File: src/rtl/v_issue_queue_if.sv
// Instruction + scalar-operand valid/ready bundle.
// master drives the payload, slave returns ready.
interface v_issue_queue_if #(
  parameter int XLEN = 32
);
  logic            valid;
  logic            ready;
  logic [31:0]     instr;
  logic [XLEN-1:0] rs1;
  logic [XLEN-1:0] rs2;

  modport master (
    output valid, instr, rs1, rs2,
    input  ready
  );

  modport slave (
    input  valid, instr, rs1, rs2,
    output ready
  );
endinterface

File: src/rtl/v_issue_queue.sv
// Vector instruction issue queue: FIFO between scalar core and
// vector decoder with in-flight limit and vset serialization.
module v_issue_queue #(
  parameter int DEPTH        = 4,
  parameter int MAX_INFLIGHT = 3,
  parameter int XLEN         = 32
) (
  input  logic clk,
  input  logic nrst,
  v_issue_queue_if.slave  in_if,
  v_issue_queue_if.master out_if,
  input  logic flush,
  output logic stall_core,
  input  logic s_done,
  output logic [$clog2(DEPTH+1)-1:0]        count,
  output logic [$clog2(MAX_INFLIGHT+1)-1:0] inflight,
  output logic busy
);
  localparam int PW = $clog2(DEPTH);
  localparam int CW = $clog2(DEPTH+1);
  localparam int IW = $clog2(MAX_INFLIGHT+1);

  typedef enum logic [1:0] {
    RUN, DRAIN, CFG_WAIT
  } state_e;

  state_e state_q, state_d;

  logic [31:0]     instr_q [DEPTH];
  logic [XLEN-1:0] rs1_q   [DEPTH];
  logic [XLEN-1:0] rs2_q   [DEPTH];

  logic [PW-1:0] wr_ptr_q, wr_ptr_d;
  logic [PW-1:0] rd_ptr_q, rd_ptr_d;
  logic [CW-1:0] count_q, count_d;
  logic [IW-1:0] inflight_q, inflight_d;

  logic full, empty, in_vec, push, pop;
  logic head_cfg, room, cfg_blk, dec;
  logic [31:0] head;
  logic [6:0]  in_op;

  assign in_op  = in_if.instr[6:0];
  assign in_vec = (in_op == 7'h57) ||
                  (in_op == 7'h07) ||
                  (in_op == 7'h27);

  assign full  = count_q == CW'(DEPTH);
  assign empty = count_q == '0;
  assign head  = instr_q[rd_ptr_q];

  assign head_cfg = (head[6:0] == 7'h57) &&
                    (head[14:12] == 3'b111);

  assign room    = inflight_q < IW'(MAX_INFLIGHT);
  assign cfg_blk = head_cfg && (inflight_q != '0);

  assign out_if.valid = (state_q == RUN) && !empty &&
                        room && !cfg_blk;
  assign out_if.instr = head;
  assign out_if.rs1   = rs1_q[rd_ptr_q];
  assign out_if.rs2   = rs2_q[rd_ptr_q];

  assign push = in_if.valid && in_vec && !full && !flush;
  assign pop  = out_if.valid && out_if.ready && !flush;
  assign dec  = s_done && (inflight_q != '0);

  assign in_if.ready = !full;
  assign stall_core  = in_if.valid && in_vec && full;
  assign count       = count_q;
  assign inflight    = inflight_q;
  assign busy        = !empty || (inflight_q != '0);

  always_comb begin
    state_d = state_q;
    unique case (state_q)
      RUN: begin
        if (pop && head_cfg)
          state_d = CFG_WAIT;
        else if (!flush && !empty && cfg_blk)
          state_d = DRAIN;
      end
      DRAIN: begin
        if (flush || inflight_q == '0)
          state_d = RUN;
      end
      CFG_WAIT: begin
        if (s_done)
          state_d = RUN;
      end
      default: state_d = RUN;
    endcase
  end

  always_comb begin
    wr_ptr_d   = wr_ptr_q;
    rd_ptr_d   = rd_ptr_q;
    count_d    = count_q;
    inflight_d = inflight_q;
    unique case (1'b1)
      flush: begin
        wr_ptr_d = '0;
        rd_ptr_d = '0;
        count_d  = '0;
      end
      default: begin
        if (push) wr_ptr_d = wr_ptr_q + PW'(1);
        if (pop)  rd_ptr_d = rd_ptr_q + PW'(1);
        count_d = count_q + CW'(push) - CW'(pop);
      end
    endcase
    // pop and a completion in one cycle cancel out
    inflight_d = inflight_q + IW'(pop) - IW'(dec);
  end

  always_ff @(posedge clk or negedge nrst) begin
    if (!nrst) begin
      state_q    <= RUN;
      wr_ptr_q   <= '0;
      rd_ptr_q   <= '0;
      count_q    <= '0;
      inflight_q <= '0;
    end else begin
      state_q    <= state_d;
      wr_ptr_q   <= wr_ptr_d;
      rd_ptr_q   <= rd_ptr_d;
      count_q    <= count_d;
      inflight_q <= inflight_d;
    end
  end

  always_ff @(posedge clk or negedge nrst) begin
    if (!nrst) begin
      for (int i = 0; i < DEPTH; i++) begin
        instr_q[i] <= '0;
        rs1_q[i]   <= '0;
        rs2_q[i]   <= '0;
      end
    end else if (push) begin
      instr_q[wr_ptr_q] <= in_if.instr;
      rs1_q[wr_ptr_q]   <= in_if.rs1;
      rs2_q[wr_ptr_q]   <= in_if.rs2;
    end
  end
endmodule

File: src/flat_wrapper.sv
// flat-port wrapper written by rule: the top's interface ports become plain ports
module v_issue_queue_flat 
#(
  parameter int DEPTH        = 4,
  parameter int MAX_INFLIGHT = 3,
  parameter int XLEN         = 32
)
  (clk, nrst, flush, stall_core, s_done, count, inflight, busy, in_if_valid, in_if_instr, in_if_rs1, in_if_rs2, in_if_ready, out_if_valid, out_if_instr, out_if_rs1, out_if_rs2, out_if_ready);
  v_issue_queue_if #(.XLEN(XLEN)) in_if_i ();
  v_issue_queue_if #(.XLEN(XLEN)) out_if_i ();
  input  logic clk;
  input  logic nrst;
  input  logic flush;
  output logic stall_core;
  input  logic s_done;
  output logic [$clog2(DEPTH+1)-1:0] count;
  output logic [$clog2(MAX_INFLIGHT+1)-1:0] inflight;
  output logic busy;
  input wire logic [$bits(in_if_i.valid)-1:0] in_if_valid;
  input wire logic [$bits(in_if_i.instr)-1:0] in_if_instr;
  input wire logic [$bits(in_if_i.rs1)-1:0] in_if_rs1;
  input wire logic [$bits(in_if_i.rs2)-1:0] in_if_rs2;
  output wire logic [$bits(in_if_i.ready)-1:0] in_if_ready;
  output wire logic [$bits(out_if_i.valid)-1:0] out_if_valid;
  output wire logic [$bits(out_if_i.instr)-1:0] out_if_instr;
  output wire logic [$bits(out_if_i.rs1)-1:0] out_if_rs1;
  output wire logic [$bits(out_if_i.rs2)-1:0] out_if_rs2;
  input wire logic [$bits(out_if_i.ready)-1:0] out_if_ready;
  assign in_if_i.valid = in_if_valid;
  assign in_if_i.instr = in_if_instr;
  assign in_if_i.rs1 = in_if_rs1;
  assign in_if_i.rs2 = in_if_rs2;
  assign in_if_ready = in_if_i.ready;
  assign out_if_valid = out_if_i.valid;
  assign out_if_instr = out_if_i.instr;
  assign out_if_rs1 = out_if_i.rs1;
  assign out_if_rs2 = out_if_i.rs2;
  assign out_if_i.ready = out_if_ready;
  v_issue_queue #(.DEPTH(DEPTH), .MAX_INFLIGHT(MAX_INFLIGHT), .XLEN(XLEN)) u_core (.clk(clk), .nrst(nrst), .in_if(in_if_i), .out_if(out_if_i), .flush(flush), .stall_core(stall_core), .s_done(s_done), .count(count), .inflight(inflight), .busy(busy));
endmodule
File: config.mk
export PLATFORM = sky130hd
export DESIGN_NAME = v_issue_queue_flat
export DESIGN_NICKNAME = d
export VERILOG_FILES = /design/src/rtl/v_issue_queue_if.sv /design/src/rtl/v_issue_queue.sv /design/src/flat_wrapper.sv
export SDC_FILE = /design/constraint.sdc
export NUM_CORES = 1
export LEC_CHECK = 0
export ABC_AREA = 1
export ABC_CLOCK_PERIOD_IN_PS = 3400
export CAP_MARGIN = 10
export CORE_MARGIN = 5
export CORE_UTILIZATION = 45
export CTS_CLUSTER_SIZE = 25
export DETAILED_ROUTE_END_ITERATION = 12
export PLACE_DENSITY = 0.66
export SLEW_MARGIN = 20
export SYNTH_ARGS = -nofsm -noshare
export SYNTH_HDL_FRONTEND = slang
export SYNTH_SLANG_ARGS = --single-unit
File: constraint.sdc
create_clock -name clk -period 3.4 [get_ports clk]
set_input_delay 0.51 -clock clk [delete_from_list [all_inputs] [get_ports clk]]
set_output_delay 0.51 -clock clk [all_outputs]
set_load 0.03 [all_outputs]
Word level (Yosys, flattened, before mapping)
Index checks and enable logic that the tools add are counted.
{"block": "word_totals", "register_bits": 395, "inputBits": 102, "output_inout_bits": 105, "elab_cells": 95}
{"block": "op_classes", "n_addsub": 6, "magnitude_cmp": 4, "eq_ne": 11, "muxes": 24, "bitwise_logic": 2, "n_reduce_logical": 31}
{"cell": "$bwmux W128", "count": 3}
{"cell": "$mux W32", "count": 7}
{"cell": "$bmux W32 S2", "count": 3}
{"cell": "$demux W32 S2", "count": 1}
{"cell": "$logic_and A1 B1 Y1", "count": 16}
{"cell": "$mux W2", "count": 8}
{"cell": "$eq A7 B7 Y1 const B", "count": 2}
{"cell": "$eq A7 B3 Y1 const B", "count": 1}
{"cell": "$eq A7 B6 Y1 const B", "count": 1}
{"cell": "$eq A3 B3 Y1 const B", "count": 2}
{"cell": "$ge A3 B3 Y1 const B", "count": 2}
{"cell": "$not A2 Y3", "count": 2}
{"cell": "$pmux W2 S3", "count": 1}
{"cell": "$reduce_bool A2 Y1", "count": 3}
{"cell": "$add A2 B1 Y2 const B", "count": 2}
{"cell": "$logic_not A1 Y1", "count": 4}
{"cell": "$logic_not A2 Y1", "count": 2}
{"cell": "$logic_or A1 B1 Y1", "count": 4}
{"cell": "$add A3 B1 Y3", "count": 1}
{"cell": "$logic_not A3 Y1", "count": 1}
{"cell": "$lt A3 B1 Y1 const B", "count": 1}
{"cell": "$mux W3", "count": 1}
{"cell": "$ne A3 B3 Y1 const B", "count": 1}
{"cell": "$reduce_and A3 Y1", "count": 1}
{"cell": "other kinds (8)", "count": 8}

Longest topological paths before layout
Gate-level depths: netlist of the first run.
{"block": "logic_depth", "depth_word": 14, "ltp_mapped": 18, "mapped_depth_nobuf": 17}

Worst setup path after synthesis of the first run
Ideal clock, no wire load.
{"block": "synth_path", "kind": "flip-flop to output port", "start": "register u_core.rd_ptr_q[0]", "end": "output out_if_valid", "t_arrival_ns": 2.249, "required_ns": 2.890, "setup_slack_ns": 0.641, "path_stages_with_launch": 10, "path_buffers": 2, "path_cell_list": "dfrtp_1 -> buf_4 -> buf_6 -> o211ai_1 -> nand2_1 -> nand2_1 -> nor2_2 -> nand3_2 -> inv_1 -> nor4_1"}
{"block": "synth_between", "elab_chain_cells": 9, "word_cells_on_any_way": 10, "cone_classes": "eq/ne (2); mux (3); bitwise (1); reduce/logical (4)"}
{"item": "start, declared", "line": "v_issue_queue.sv:34", "rtl": "logic [PW-1:0] rd_ptr_q, rd_ptr_d;"}
{"item": "start signal, assigned", "line": "v_issue_queue.sv:126", "rtl": "rd_ptr_q <= rd_ptr_d;"}
{"item": "$not A2 Y3 (implied by the code)", "line": "v_issue_queue.sv:50", "rtl": "assign head = instr_q[rd_ptr_q];"}
{"item": "$bmux W32 S2", "line": "v_issue_queue.sv:50"}
{"item": "$mux W32 (implied by the code) (2 in a row)", "line": "v_issue_queue.sv:50"}
{"item": "via out_if_instr[12]", "line": "flat_wrapper.sv:25", "rtl": "output wire logic [$bits(out_if_i.instr)-1:0] out_if_instr;"}
{"item": "$eq A3 B3 Y1", "line": "v_issue_queue.sv:53", "rtl": "(head[14:12] == 3'b111);"}
{"item": "$logic_and A1 B1 Y1", "line": "v_issue_queue.sv:52", "rtl": "assign head_cfg = (head[6:0] == 7'h57) &&"}
{"item": "$logic_and A1 B1 Y1", "line": "v_issue_queue.sv:56", "rtl": "assign cfg_blk = head_cfg && (inflight_q != '0);"}
{"item": "$logic_not A1 Y1", "line": "v_issue_queue.sv:59", "rtl": "room && !cfg_blk;"}
{"item": "$logic_and A1 B1 Y1", "line": "v_issue_queue.sv:59"}
{"item": "end, declared", "line": "flat_wrapper.sv:24", "rtl": "output wire logic [$bits(out_if_i.valid)-1:0] out_if_valid;"}
The timed path passes the listed nets, and every way through them passes these cells. The select of a mux whose other input is x is not followed.

Final worst setup path of the first run
{"block": "layout_path", "start": "register u_core.rd_ptr_q[0]", "end": "output out_if_rs2[20]"}
{"block": "layout_between", "elab_chain_cells": 4}
{"item": "$not A2 Y3 (implied by the code)", "line": "v_issue_queue.sv:62", "rtl": "assign out_if.rs2 = rs2_q[rd_ptr_q];"}
{"item": "$bmux W32 S2", "line": "v_issue_queue.sv:62"}
{"item": "$mux W32 (implied by the code) (2 in a row)", "line": "v_issue_queue.sv:62"}
{"item": "end, declared", "line": "flat_wrapper.sv:27", "rtl": "output wire logic [$bits(out_if_i.rs2)-1:0] out_if_rs2;"}
No other way between the ends. The select of a mux whose other input is x is not followed.

==> results.cfg, run 1 <==
[global_routing]
overflow = 0
grtUsageTotal_pct = 20.4
grt_pass1_vias = 14095
grt_pass1_wl_um = 74700
grt_max_degree = 93
antenna_found_initial = 1

[logic_synthesis]
yosysWarnings = 0
syn_avg_cell_area_um2 = 9.22
post_synth_num_cell_types = 34
synth.cell_area_um2 = 18300
yosysSeqAreaShare_pct = 53.9
synth_top_family_by_area = compound AO/OA/AOI/OAI gates
syn_inst = 1987
synthAdderAreaFrac_pct = 0.655
synth-compound-area-share_pct = 21.9
synth_top_area_share_pct = 53.9
synth.area.mux_share_pct = 0
synth_top_cell_by_area = dfrtp_1
yosys-top-cells-area = dfrtp_1 (54%), o21ai_2 (8.6%), nand2_1 (8.5%)
ys_seq_elements = 395
synth_edf_count = 0
synthArstFlopShare_pct = 100
synth.net_count = 2098
synthFlopType = dfrtp_1
synth_xor_area_share_pct = 0.143
synth-simple-area-share_pct = 14.4

[die]
die_w_um = 212
die_h_um = 212
coreArea_um2 = 40600
io_pins = 207
die_area_um2 = 44900
rows = 74
start_util_pct = 45.2

[flow_run]
max-cap-violations = 0

[power_and_ir_drop]
clock_power_share_pct = 38.4
ir_worst_vdd_uv = 471
p_per_area_nw_per_um2 = 564
p_int_mw = 8.68
seq_power_share_pct = 40.4
p_switching_mw = 3.69
leakage_nw = 10.7
p_comb_share_pct = 21.2
swShare_pct = 29.8

[routing]
viasPerCell = 5.26
vias = 14241
wl_met3_um = 2490
drtAntennaViolNets = 0
routed.top_layer = met4
route.detailed.drc = 0
met1Wirelength_um = 21000
avgRoutedWirePerCell_um = 17.0
drt-initial-drc-count = 998
routed_wl_um = 45900
drt_pass1_iterations = 5
wl_met2_um = 21600

[cts]
root_buffer = clkbuf_16
cts_tree = yes
cts_buffer_depth = 3
clk_latency_ns = 0.57
htreeDepth = 2
numCtsBuffers = 45
clock_sinks = 395
path_clk_slew_ns = 0.06

[hold_path]
hold_path.class = reg2reg

[sta]
rsz0062_at_grt = no
setup_violations = 0
drv_slew = 0
period_share_pct = 96.4
fmax_mhz = 305
hold_violations = 0
worst_pin_slew_ns = 0.782
setup_tns_ns = 0
post-route-min-period_ns = 3.28
maxSlewHeadroom_pct = 47.9
finalClockSkew_ns = 0.0111

[setup_path]
critPathMaxFanout = 43
worst-setup-path-type = reg2out
cp.required_ns = 2.89
critPathLaunchType = flip-flop
endpoint_kind = output port
arrival_ns = 2.77

[placed_design]
dp_hpwl_um = 27600
gp_congestion = 0.784
portBuffers = 206

[finish]
final_common_cell = nand2_1
layout-drive-gt1-share_pct = 16.8
mostFrequentLayoutCells = nand2_1 (415), dfrtp_1 (393), nor2_1 (210)
nFillCells = 3729
final_nets = 2249
area_delta_synth_final_pct = 19.7
fin_util_pct = 54.1

[run_status]
status = finished clean
## metrics by stage
stage | power [mW] | cell area, um^2 | cells | hold WS, ns | setup WS, ns
6_report | 12.4 | 21900 | 2705 | 0.466 | 0.123
5_1_grt | 12.9 | 21900 | 2704 | 0.484 | 0.00101
4_1_cts | 12.5 | 21900 | 2703 | 0.468 | 0.00106
3_5_place_dp | 7.73 | 20400 | 2620 | 0.453 | 0.413
3_3_place_gp | 7.72 | 20400 | 2620 | 0.458 | 0.446
2_1_floorplan | 6.61 | 18300 | 1987 | 0.214 | 0.641
## cell type report
type,count,area (um^2),share of cell area (%)
sequential,395,9890,45.1
multi-input combinational,1321,6830,31.1
timing repair buffer,246,2590,11.8
clock buffer,69,1360,6.18
tap,532,666,3.03
inverter,129,493,2.25
clock inverter,12,115,0.525
antenna,1,2.50,0.0114
## layer usage
layer,up-vias,global-route usage (%)
met4,0,4.95
li1,6917,-
met3,62,3.93
met1,6907,28.6
met2,355,32.9
met5,-,0
## sequential cells by signal, indices dropped and copies added, names as in the netlist
signal,cells
u_core.rs2_q,128
u_core.instr_q,128
u_core.state_q,2
u_core.rs1_q,128
u_core.wr_ptr_q,2
u_core.inflight,2
u_core.count,3
u_core.rd_ptr_q,2
## logic make-up (layout without fill, tap and decap cells)
family	count (synthesis)	after routing
and+or+nand+nor	667	667
AOI/OAI and AO/OA	642	642
DFF	395	395
buffers and inverters	271	456
adders and majority gates	9	9
xor gates and xnor gates	3	3
other	0	1
## power groups by stage
stage	clock network, mW	registers, mW	logic [mW]
final	4.75	5.00	2.62
after detailed placement	0	5.08	2.65
after floorplan	0	5.07	1.53
after global routing	5.06	5.02	2.85
after global placement	0	5.07	2.64
after CTS	4.87	5.00	2.65
## cell usage after synthesis (2+ instances only)
| library cell | instances |
|---|---|
| nand3_2 | 2 |
| buf_2 | 6 |
| o21ai_0 | 195 |
| xnor2_1 | 2 |
| nor2_1 | 210 |
| nor3_1 | 3 |
| o21bai_1 | 2 |
| a21oi_1 | 6 |
| o211ai_1 | 3 |
| dfrtp_1 | 395 |
| or2_2 | 13 |
| nand2_1 | 415 |
| buf_1 | 3 |
| o21ai_2 | 179 |
| clkbuf_1 | 50 |
| inv_1 | 127 |
| nor2_2 | 2 |
| o21ai_1 | 170 |
| nand2_4 | 5 |
| ha_1 | 8 |
| o22ai_1 | 86 |
| nand3_1 | 12 |
| buf_6 | 82 |
## repair_timing
item                                    4_1_cts  5_1_grt
hold endpoints to repair                      5        0
endpoints found under the setup margin       33       12
gates resized for setup                      26       11
buffers inserted                              0        0
hold buffers                                  1        0
cloned                                        1        1
## worst max-delay path: stages, from the launching register on
cell,delay [ns]
dfrtp_4,0.63
inv_8,0.27
buf_16,0.25
o21ai_0,0.13
o22ai_1,0.17
clkdlybuf4s50_1,0.71
## worst paths after layout
kind | from | end | slack (ns) | depth (start not counted)
max | u_core.rd_ptr_q[0] | out_if_rs2[20] | 0.12 | 5
max in group asynchronous | nrst | u_core.rs2_q[95] | 1.93 | 3
min | u_core.instr_q[96] | u_core.instr_q[96] | 0.47 | 1
min reg2reg | u_core.instr_q[96] | u_core.instr_q[96] | 0.47 | 1
max reg2reg | u_core.rd_ptr_q[1] | u_core.count[2] | 0.36 | 16
min in group asynchronous | nrst | u_core.inflight[1] | 0.58 | 2
No activity file was read; power rests on OpenSTA's default activity.
==> inputs of run 2 (changes only) <==
- CORE_UTILIZATION: 45 -> 57
- PLACE_DENSITY: 0.66 -> 0.81
==> results.cfg, run 2 (synthesis gave the netlist of run 1 again) <==
[run_status]
status = finished clean

[global_routing]
grt_pass1_wl_um = 72900
busiest_layer = met2
antenna_found_initial = 2
grt_max_degree = 95
grtUsageTotal_pct = 24.3
overflow = 0
grt_util_met3_pct = 4.94
met2_usage_pct = 40.1
grt_pass1_vias = 14413
use_met1_pct = 33.1

[sta]
post-route-min-period_ns = 3.19
hold_violations = 0
setup_violations = 0
fin_ws_ns = 0.214
finalClockSkew_ns = 0.00550
fmax_mhz = 314
period_share_pct = 93.7
maxSlewHeadroom_pct = 55.2
worst_pin_slew_ns = 0.672
setup_tns_ns = 0
drv_slew = 0
rsz0062_at_grt = no

[placed_design]
gp_congestion = 0.852
pre_cts_slack_ns = 0.333
portBuffers = 206
dp_hpwl_um = 26900
place_area_um2 = 19900

[routing]
viasPerCell = 5.67
drt-initial-drc-count = 1186
drtAntennaViolNets = 0
drt_pass1_iterations = 6
route.detailed.drc = 0
avgRoutedWirePerCell_um = 17.2
vias = 14499
routed_wl_um = 43900

[cts]
clk_latency_ns = 0.52
clock_sinks = 395
post-cts-setup-buffer-count = 0
cts_tree = yes
root_buffer = clkbuf_16
cts_buffer_depth = 3
htreeDepth = 2
path_clk_slew_ns = 0.06
numCtsBuffers = 42

[finish]
layout-drive-gt1-share_pct = 18.3
stdcell_area_um2 = 21400
nFillCells = 2466
mostFrequentLayoutCells = nand2_1 (415), dfrtp_1 (393), nor2_1 (210)
reg_top3 = u_core.instr_q x128, u_core.rs1_q x128, u_core.rs2_q x128
final_common_cell = nand2_1
final_nets = 2235
area_delta_synth_final_pct = 16.7

[die]
io_pins = 207
die_h_um = 189
start_util_pct = 57.9
die_area_um2 = 35800
coreArea_um2 = 31600
die_w_um = 189
rows = 65

[hold_path]
hold_path.class = reg2reg

[power_and_ir_drop]
leakage_nw = 10.4
p_per_area_nw_per_um2 = 569
ir_worst_vdd_uv = 380

[setup_path]
arrival_ns = 2.68
cp.required_ns = 2.89
critPathLaunchType = flip-flop
r2r_slack_ns = 0.29
worst-setup-path-type = reg2out
critPathMaxFanout = 60
endpoint_kind = output port

[flow_run]
max-cap-violations = 0
-- run 2: cell count changes in the layout (fill, tap and decap cells not counted), sizes merged --
cell and change:
clkdlybuf4s50 -15, bufinv +2, inv -2, clkbuf -9, buf +35, bufbuf -1
dlygate4sd2 -22, clkinv +3, dlymetal6s2s -7
-- run 2: layer usage --
| layer | part of all wire [%] | vias to the layer above | wire length [um] |
|---|---|---|---|
| li1 | - | 6875 | - |
| met1 | 43 | 7070 | 18800 |
| met2 | 48 | 478 | 21200 |
| met3 | 6.6 | 74 | 2900 |
| met4 | 2.4 | 2 | 1060 |
| met5 | 0.016 | - | 7 |
-- run 2: repair_timing --
item | 4_1_cts | 5_1_grt
gates cloned | 0 | 0
hold buffers | 1 | 0
hold endpoints to repair | 6 | 0
setup endpoints to repair | 8 | 2
gates resized for setup | 1 | 4
-- run 2: critical path: stages (launching register included) --
cell     delay [ns]
dfrtp_4        0.61
inv_6          0.28
buf_6          0.44
o21ai_0        0.14
o22ai_1        0.45
buf_12         0.19
-- run 2: power breakdown --
group | leakage, nW | total [mW] | switching [mW] | internal, mW
Clock | 0.701 | 4.60 | 1.83 | 2.77
Sequential | 5.44 | 5.01 | 0.128 | 4.88
Combinational | 4.30 | 2.56 | 1.64 | 0.912
-- run 2: layout make-up --
class,instances,area [um^2],area share (%)
clock inverter,15,158,0.737
antenna,1,2.50,0.0117
sequential,395,9890,46.3
multi-input combinational,1321,6830,32.0
tap,402,503,2.35
clock buffer,61,1240,5.82
inverter,129,489,2.29
timing repair buffer,235,2260,10.6
-- run 2: worst paths after layout --
kind,start,endpoint,cells after the start
max in group asynchronous,nrst,u_core.rs1_q[69],3
worst min register to register,u_core.rs1_q[77],u_core.rs1_q[77],2
worst min-delay path,u_core.rs1_q[77],u_core.rs1_q[77],2
worst max-delay path,u_core.rd_ptr_q[0],out_if_rs2[1],5
worst max register to register,u_core.rd_ptr_q[0],u_core.count[2],17
min in group asynchronous,nrst,u_core.inflight[0],2
-- run 2: per-stage QoR --
step | util, % | hold WS, ns | power (mW) | std cells
global placement | 63.1 | 0.459 | 7.60 | 2481
finish | 67.6 | 0.474 | 12.2 | 2559
detailed placement | 63.1 | 0.462 | 7.64 | 2481
CTS | 67.5 | 0.476 | 12.2 | 2558
floorplan | - | 0.214 | 6.61 | 1987
global route | 67.6 | 0.488 | 12.7 | 2559
